**config.mk**
```make
export PLATFORM = sky130hd
export DESIGN_NAME = ksa_swap_state_machine
export DESIGN_NICKNAME = d
export VERILOG_FILES = /design/src/rtl/rc4_pkg.sv /design/src/rtl/counter.sv /design/src/rtl/ksa_key_byte_select.sv /design/src/rtl/ksa_swap_state_machine.sv
export SDC_FILE = /design/constraint.sdc
export NUM_CORES = 1
export LEC_CHECK = 0
export CAP_MARGIN = 20
export CORE_UTILIZATION = 50
export CTS_CLUSTER_SIZE = 24
export DETAILED_ROUTE_END_ITERATION = 12
export PLACE_DENSITY_LB_ADDON = 0.12
export SLEW_MARGIN = 20
export SYNTH_ARGS = -nofsm -noshare
export SYNTH_HDL_FRONTEND = slang
export SYNTH_SLANG_ARGS = --single-unit
```
**constraint.sdc**
```tcl
create_clock -name clk -period 3.95 [get_ports clk]
set_clock_uncertainty 0.2 [all_clocks]
set_input_delay 0.5925 -clock clk [delete_from_list [all_inputs] [get_ports clk]]
set_output_delay 0.5925 -clock clk [all_outputs]
set_load 0.03 [all_outputs]
```
**src/rtl/rc4_pkg.sv**
```systemverilog
// rc4_pkg: shared RC4 types and sizing constants for the S-memory stages.
package rc4_pkg;

    localparam int S_ADDR_W          = 8;
    localparam int DEFAULT_KEY_BYTES = 3;
    localparam int S_DEPTH           = 1 << S_ADDR_W;

    typedef enum logic [3:0] {
        KSA_IDLE,
        KSA_READ_I,
        KSA_WAIT_I,
        KSA_LATCH_I,
        KSA_READ_J,
        KSA_WAIT_J,
        KSA_LATCH_J,
        KSA_WRITE_I,
        KSA_WRITE_J,
        KSA_NEXT,
        KSA_DONE
    } ksa_state_t;

endpackage

```
**src/rtl/counter.sv**
```systemverilog
// counter: N-bit up counter with async active-high reset, sync clear and count enable.
module counter #(
    parameter int N = 8
) (
    input  logic         clk,
    input  logic         reset,
    input  logic         clear,
    input  logic         count_enable,
    output logic [N-1:0] count
);

    logic [N-1:0] count_q, count_d;

    always_comb count_d = clear ? '0 : count_enable ? count_q + 1'b1 : count_q;

    always_ff @(posedge clk or posedge reset) begin
        if (reset) count_q <= '0;
        else       count_q <= count_d;
    end

    assign count = count_q;

endmodule

```
**src/rtl/ksa_key_byte_select.sv**
```systemverilog
// ksa_key_byte_select: picks key byte idx from a key word; byte 0 is the most significant byte.
module ksa_key_byte_select #(
    parameter int KEY_BYTES = 3,
    parameter int IDX_W     = KEY_BYTES > 1 ? $clog2(KEY_BYTES) : 1
) (
    input  logic [8*KEY_BYTES-1:0] key,
    input  logic [IDX_W-1:0]       idx,
    output logic [7:0]             key_byte
);

    always_comb begin
        key_byte = '0;
        for (int k = 0; k < KEY_BYTES; k++)
            if (idx == IDX_W'(k)) key_byte = key[8*(KEY_BYTES-k)-1 -: 8];
    end

endmodule

```
**src/rtl/ksa_swap_state_machine.sv**
```systemverilog
// ksa_swap_state_machine: RC4 key-scheduling swap pass over the shared single-port S RAM.
// Define KSA_SKIP_SELF_SWAP_EN to skip the read/write of s[j] when j lands on i.
module ksa_swap_state_machine
    import rc4_pkg::*;
#(
    parameter int KEY_BYTES = DEFAULT_KEY_BYTES,
    parameter int ADDR_W    = S_ADDR_W
) (
    input  logic                   clk,
    input  logic                   reset,
    input  logic                   start,
    input  logic [8*KEY_BYTES-1:0] secret_key,
    input  logic [ADDR_W-1:0]      q,
    output logic [ADDR_W-1:0]      address,
    output logic [ADDR_W-1:0]      data,
    output logic                   wren,
    output logic                   done
);

    localparam int KW = KEY_BYTES > 1 ? $clog2(KEY_BYTES) : 1;
    localparam logic [ADDR_W-1:0] I_LAST = '1;

    ksa_state_t        state_q, state_d;
    logic [ADDR_W-1:0] j_q, j_d, si_q, si_d, sj_q, sj_d, i, j_sum;
    logic [KW-1:0]     k_q, k_d;
    logic [ADDR_W+1:0] j_sum_w;
    logic [7:0]        key_byte;
    logic              i_inc, i_clr;

    counter #(.N(ADDR_W)) u_i_cnt (
        .clk          (clk),
        .reset        (!reset),
        .clear        (i_clr),
        .count_enable (i_inc),
        .count        (i)
    );

    ksa_key_byte_select #(.KEY_BYTES(KEY_BYTES), .IDX_W(KW)) u_key_sel (
        .key      (secret_key),
        .idx      (k_q),
        .key_byte (key_byte)
    );

    // Two guard bits hold the three-term sum before wrapping to the address width.
    assign j_sum_w = (ADDR_W+2)'(j_q) + (ADDR_W+2)'(q) + (ADDR_W+2)'(key_byte);
    assign j_sum   = j_sum_w[ADDR_W-1:0];

    always_comb begin
        state_d = state_q;
        j_d     = j_q;
        si_d    = si_q;
        sj_d    = sj_q;
        k_d     = k_q;
        i_inc   = 1'b0;
        i_clr   = 1'b0;
        case (state_q)
            KSA_IDLE:    state_d = start ? KSA_READ_I : KSA_IDLE;
            KSA_READ_I:  state_d = KSA_WAIT_I;
            KSA_WAIT_I:  state_d = KSA_LATCH_I;
            KSA_LATCH_I: begin
                si_d = q;
                j_d  = j_sum;
`ifdef KSA_SKIP_SELF_SWAP_EN
                state_d = (j_sum == i) ? KSA_NEXT : KSA_READ_J;
`else
                state_d = KSA_READ_J;
`endif
            end
            KSA_READ_J:  state_d = KSA_WAIT_J;
            KSA_WAIT_J:  state_d = KSA_LATCH_J;
            KSA_LATCH_J: begin
                sj_d    = q;
                state_d = KSA_WRITE_I;
            end
            KSA_WRITE_I: state_d = KSA_WRITE_J;
            KSA_WRITE_J: state_d = KSA_NEXT;
            KSA_NEXT: begin
                i_inc   = (i != I_LAST);
                k_d     = (i == I_LAST) ? k_q : (k_q == KW'(KEY_BYTES-1)) ? '0 : k_q + 1'b1;
                state_d = (i == I_LAST) ? KSA_DONE : KSA_READ_I;
            end
            KSA_DONE: begin
                i_clr   = !start;
                j_d     = start ? j_q : '0;
                k_d     = start ? k_q : '0;
                state_d = start ? KSA_DONE : KSA_IDLE;
            end
            default:     state_d = KSA_IDLE;
        endcase
    end

    always_ff @(posedge clk or negedge reset) begin
        if (!reset) begin
            state_q <= KSA_IDLE;
            j_q     <= '0;
            si_q    <= '0;
            sj_q    <= '0;
            k_q     <= '0;
        end else begin
            state_q <= state_d;
            j_q     <= j_d;
            si_q    <= si_d;
            sj_q    <= sj_d;
            k_q     <= k_d;
        end
    end

    always_comb begin
        wren    = (state_q == KSA_WRITE_I) || (state_q == KSA_WRITE_J);
        done    = (state_q == KSA_DONE);
        address = (state_q inside {KSA_READ_I, KSA_WAIT_I, KSA_WRITE_I}) ? i :
                  (state_q inside {KSA_READ_J, KSA_WAIT_J, KSA_WRITE_J}) ? j_q : '0;
        data    = (state_q == KSA_WRITE_I) ? sj_q : (state_q == KSA_WRITE_J) ? si_q : '0;
    end

endmodule

```
==> results of run 1 <==
-- layer usage --
layer | part of all wire [%] | global-route usage [%] | vias to the layer above | wire length, µm
met1 | 46 | 30.7 | 1001 | 2640
met4 | 1.5 | 7.41 | 0 | 87
met3 | 3.1 | 4.70 | 9 | 179
li1 | - | - | 1015 | -
met2 | 49 | 43.4 | 40 | 2840
met5 | 0 | 0 | - | 0
-- synth_stat cells, types with 4 or more instances --
| cell type | n |
|---|---|
| ha_1 | 7 |
| a21oi_1 | 6 |
| o21ai_0 | 25 |
| nor2_1 | 12 |
| mux2i_1 | 9 |
| nand2_1 | 24 |
| a22o_1 | 8 |
| nand4_1 | 4 |
| nand3_1 | 13 |
| xnor2_1 | 6 |
| a22oi_1 | 8 |
| mux2_2 | 15 |
| fa_1 | 8 |
| dfrtp_1 | 38 |
| xor2_1 | 6 |
| inv_1 | 11 |
| nand2b_1 | 5 |
| clkbuf_1 | 4 |
-- flip-flops by register name, indices dropped and copies added (netlist names) --
signal	flops
j_q	8
state_q	4
k_q	2
u_i_cnt.count	8
si_q	8
sj_q	8
-- worst max path at each step --
stage	cells after the start	to	slack, ns
floorplan	12	j_q[7]	1.11
global placement	12	j_q[7]	0.64
detailed placement	12	j_q[7]	0.61
CTS	5	data[6]	0.42
global route	5	data[6]	0.20
finish	5	data[6]	0.43
-- critical path, cell delays in order, from the launching register on --
cell and delay (ns):
dfrtp_1 0.64, nand2_1 0.23, nor3_2 0.47, buf_4 0.27, a22o_1 0.16, clkdlybuf4s50_1 0.67
-- logic make-up after synthesis --
family          after synthesis  synth area share (%)
simple gates                 78                  16.3
compound gates               65                  16.8
flops                        38                  38.0
mux                          24                  10.3
buf+inv                      22                  4.50
fa+ha+maj                    15                  9.89
xor+xnor                     12                  4.20
-- final cells by class --
cell class / count / area share, %
Tap cell: 67 / 2.63
Multi-Input combinational cell: 194 / 45.1
Clock inverter: 3 / 2.16
Inverter: 11 / 1.29
Clock buffer: 5 / 2.16
Sequential cell: 38 / 29.8
Timing Repair Buffer: 55 / 16.8
-- through the flow --
step                util [%]  hold WS [ns]  power [mW]
floorplan                  -        0.0969        1.91
CTS                     66.7         0.224        2.73
global route            66.7         0.266        2.96
finish                  66.7         0.199        2.72
global placement        63.8         0.271        2.27
detailed placement      63.8         0.281        2.31
-- power groups by stage --
stage / clock network (mW) / logic [mW] / registers, mW
after global routing: 0.427 / 1.68 / 0.853
after global placement: 0 / 1.46 / 0.814
final: 0.403 / 1.50 / 0.822
after floorplan: 0 / 1.20 / 0.717
after detailed placement: 0 / 1.49 / 0.821
after CTS: 0.410 / 1.50 / 0.815
==> results.md, run 1 <==
- Fmax: 284 MHz
- Post-DR vias/cell: 5.54
- CP Launch Point: state_q[3]
- Final instance area: 3190 µm²
- Clock Power Share: 14.8%
- Worst setup margin: 0.428 ns
- Setup crit start kind: flip-flop
- Pin count of the biggest net entering global routing: 39
- Final setup viols: 0
- Pwr Density: 852 nW/µm²
- CTS sink count: 38
- Clock transition at the registers of the reported paths: 0.08 ns
- Post-DP Area: 3060 µm²
- IO Pins: 53
- H-tree Lvls: 2
- Asr flop ratio synth: 100%
- Commonest non-fill, non-tap cell in the layout: clkdlybuf4s50_1
- Final max-slew violation count: 0
- Die Ht: 72.8 µm
- Overflow after GRT: 0
- P_sw: 1.17 mW
- Yosys top cell area share: 38.0%
- Hold Path Class: in2async
- LEAKAGE: 1.33 nW
- Area of the multi-input gates: 1440 µm²
- CTS tree: yes
- Vias: 2065
- Mapped cell area: 2500 µm²
- Number of global-route vias before repair: 2071
- Antenna Cells: 0
- Commonest non-fill, non-tap cells in the layout: 51 x clkdlybuf4s50_1, 38 x dfrtp_1, 25 x o21ai_0
- First-pass GRT wire length: 9.91 mm
- Internal power: 1.55 mW
- Reg2reg end: j_q[7]
- Hold Buf Count CTS: 0
- CP Capture Type: output pin
- Final Hold Fails: 0
- Core Region: 4790 µm²
- Inst Count DP: 365
- Tot GR Track Use: 24.7%
- R2R cell count: 12
- Routed Antenna Nets: 0
- Dpl ws: 0.612 ns
- Die width: 72.8 µm
- Status: finished clean
- Initial Utilization: 52.3%
- FF-to-FF Start: k_q[0]
- Root Buffer: clkbuf_8
- CTS-repair resized insts: 0
- Worst skew pair latency: 0.30 ns
- Post-CTS Setup Bufs: 0
- DRC: 0
- Combinational power share: 55.0%
- Number of synthesized flops with an enable pin: 0
- Buffers added on ports: 52
- Area grow syn2layout: 27.5%
- Data required, critical path: 3.16 ns
- Worst R2R Setup Slack: 0.75 ns
- DRT Wirelength: 5.75 mm
- #FFs+latches synth: 38
- Peak VDD IR: 0.000447 V
- Final Net Count: 355
- Top post-synthesis cells by area: dfrtp_1 38%, mux2_2 6.7%, fa_1 6.4%
- Clock buffer depth: 2
- Minimum clock period: 3.52 ns
- Post-DP HPWL: 4.28 mm
- Syn. warnings: 0
- Final period utilization: 89.2%
- Row cnt: 25
- Post-Syn Area per Cell: 9.86 µm²
- Top_reg_cell synth: dfrtp_1
- Post-synthesis net count: 304
- Die area: 5300 µm²
- Final Non-Filler Cells: 373
- RSZ-0062 raised after global routing: no
- Reg area: 951 µm²
- Total negative slack: 0 ns
- Post-synthesis sequential area ratio: 38.0%
- Post-synth top area cell: dfrtp_1
- Unique masters post-synth: 50
- Ratio of cells with drive above 1 in the final layout: 11.8%
- Critical Path AT: 2.73 ns
- Worst Max-Slew Pin Slew: 0.962 ns
- Seq pwr share: 30.2%
- Initial antenna violation count: 0
- Max FO, Critical Path: 18
- GP Congestion: 0.824
- Cell count after synthesis: 254
- DR iter-0 viols: 146
- Avg WL per Cell: 15.4 µm
- Sw frac: 42.9%
- # Max-Cap Violations: 0
- # fillers: 415
- Drt first pass iters: 4
- Inserted Clock Buffers: 5
- Setup CP Type: reg2out
- Relative slew slack: 35.9%
(Power assumes the default switching activity.)
==> run 2, diff against run 1 <==
SETUP_SLACK_MARGIN = 0.1   (was not set)
==> results of run 2 <==
The final DEF is identical to that of run 1; final timing and power are the same.
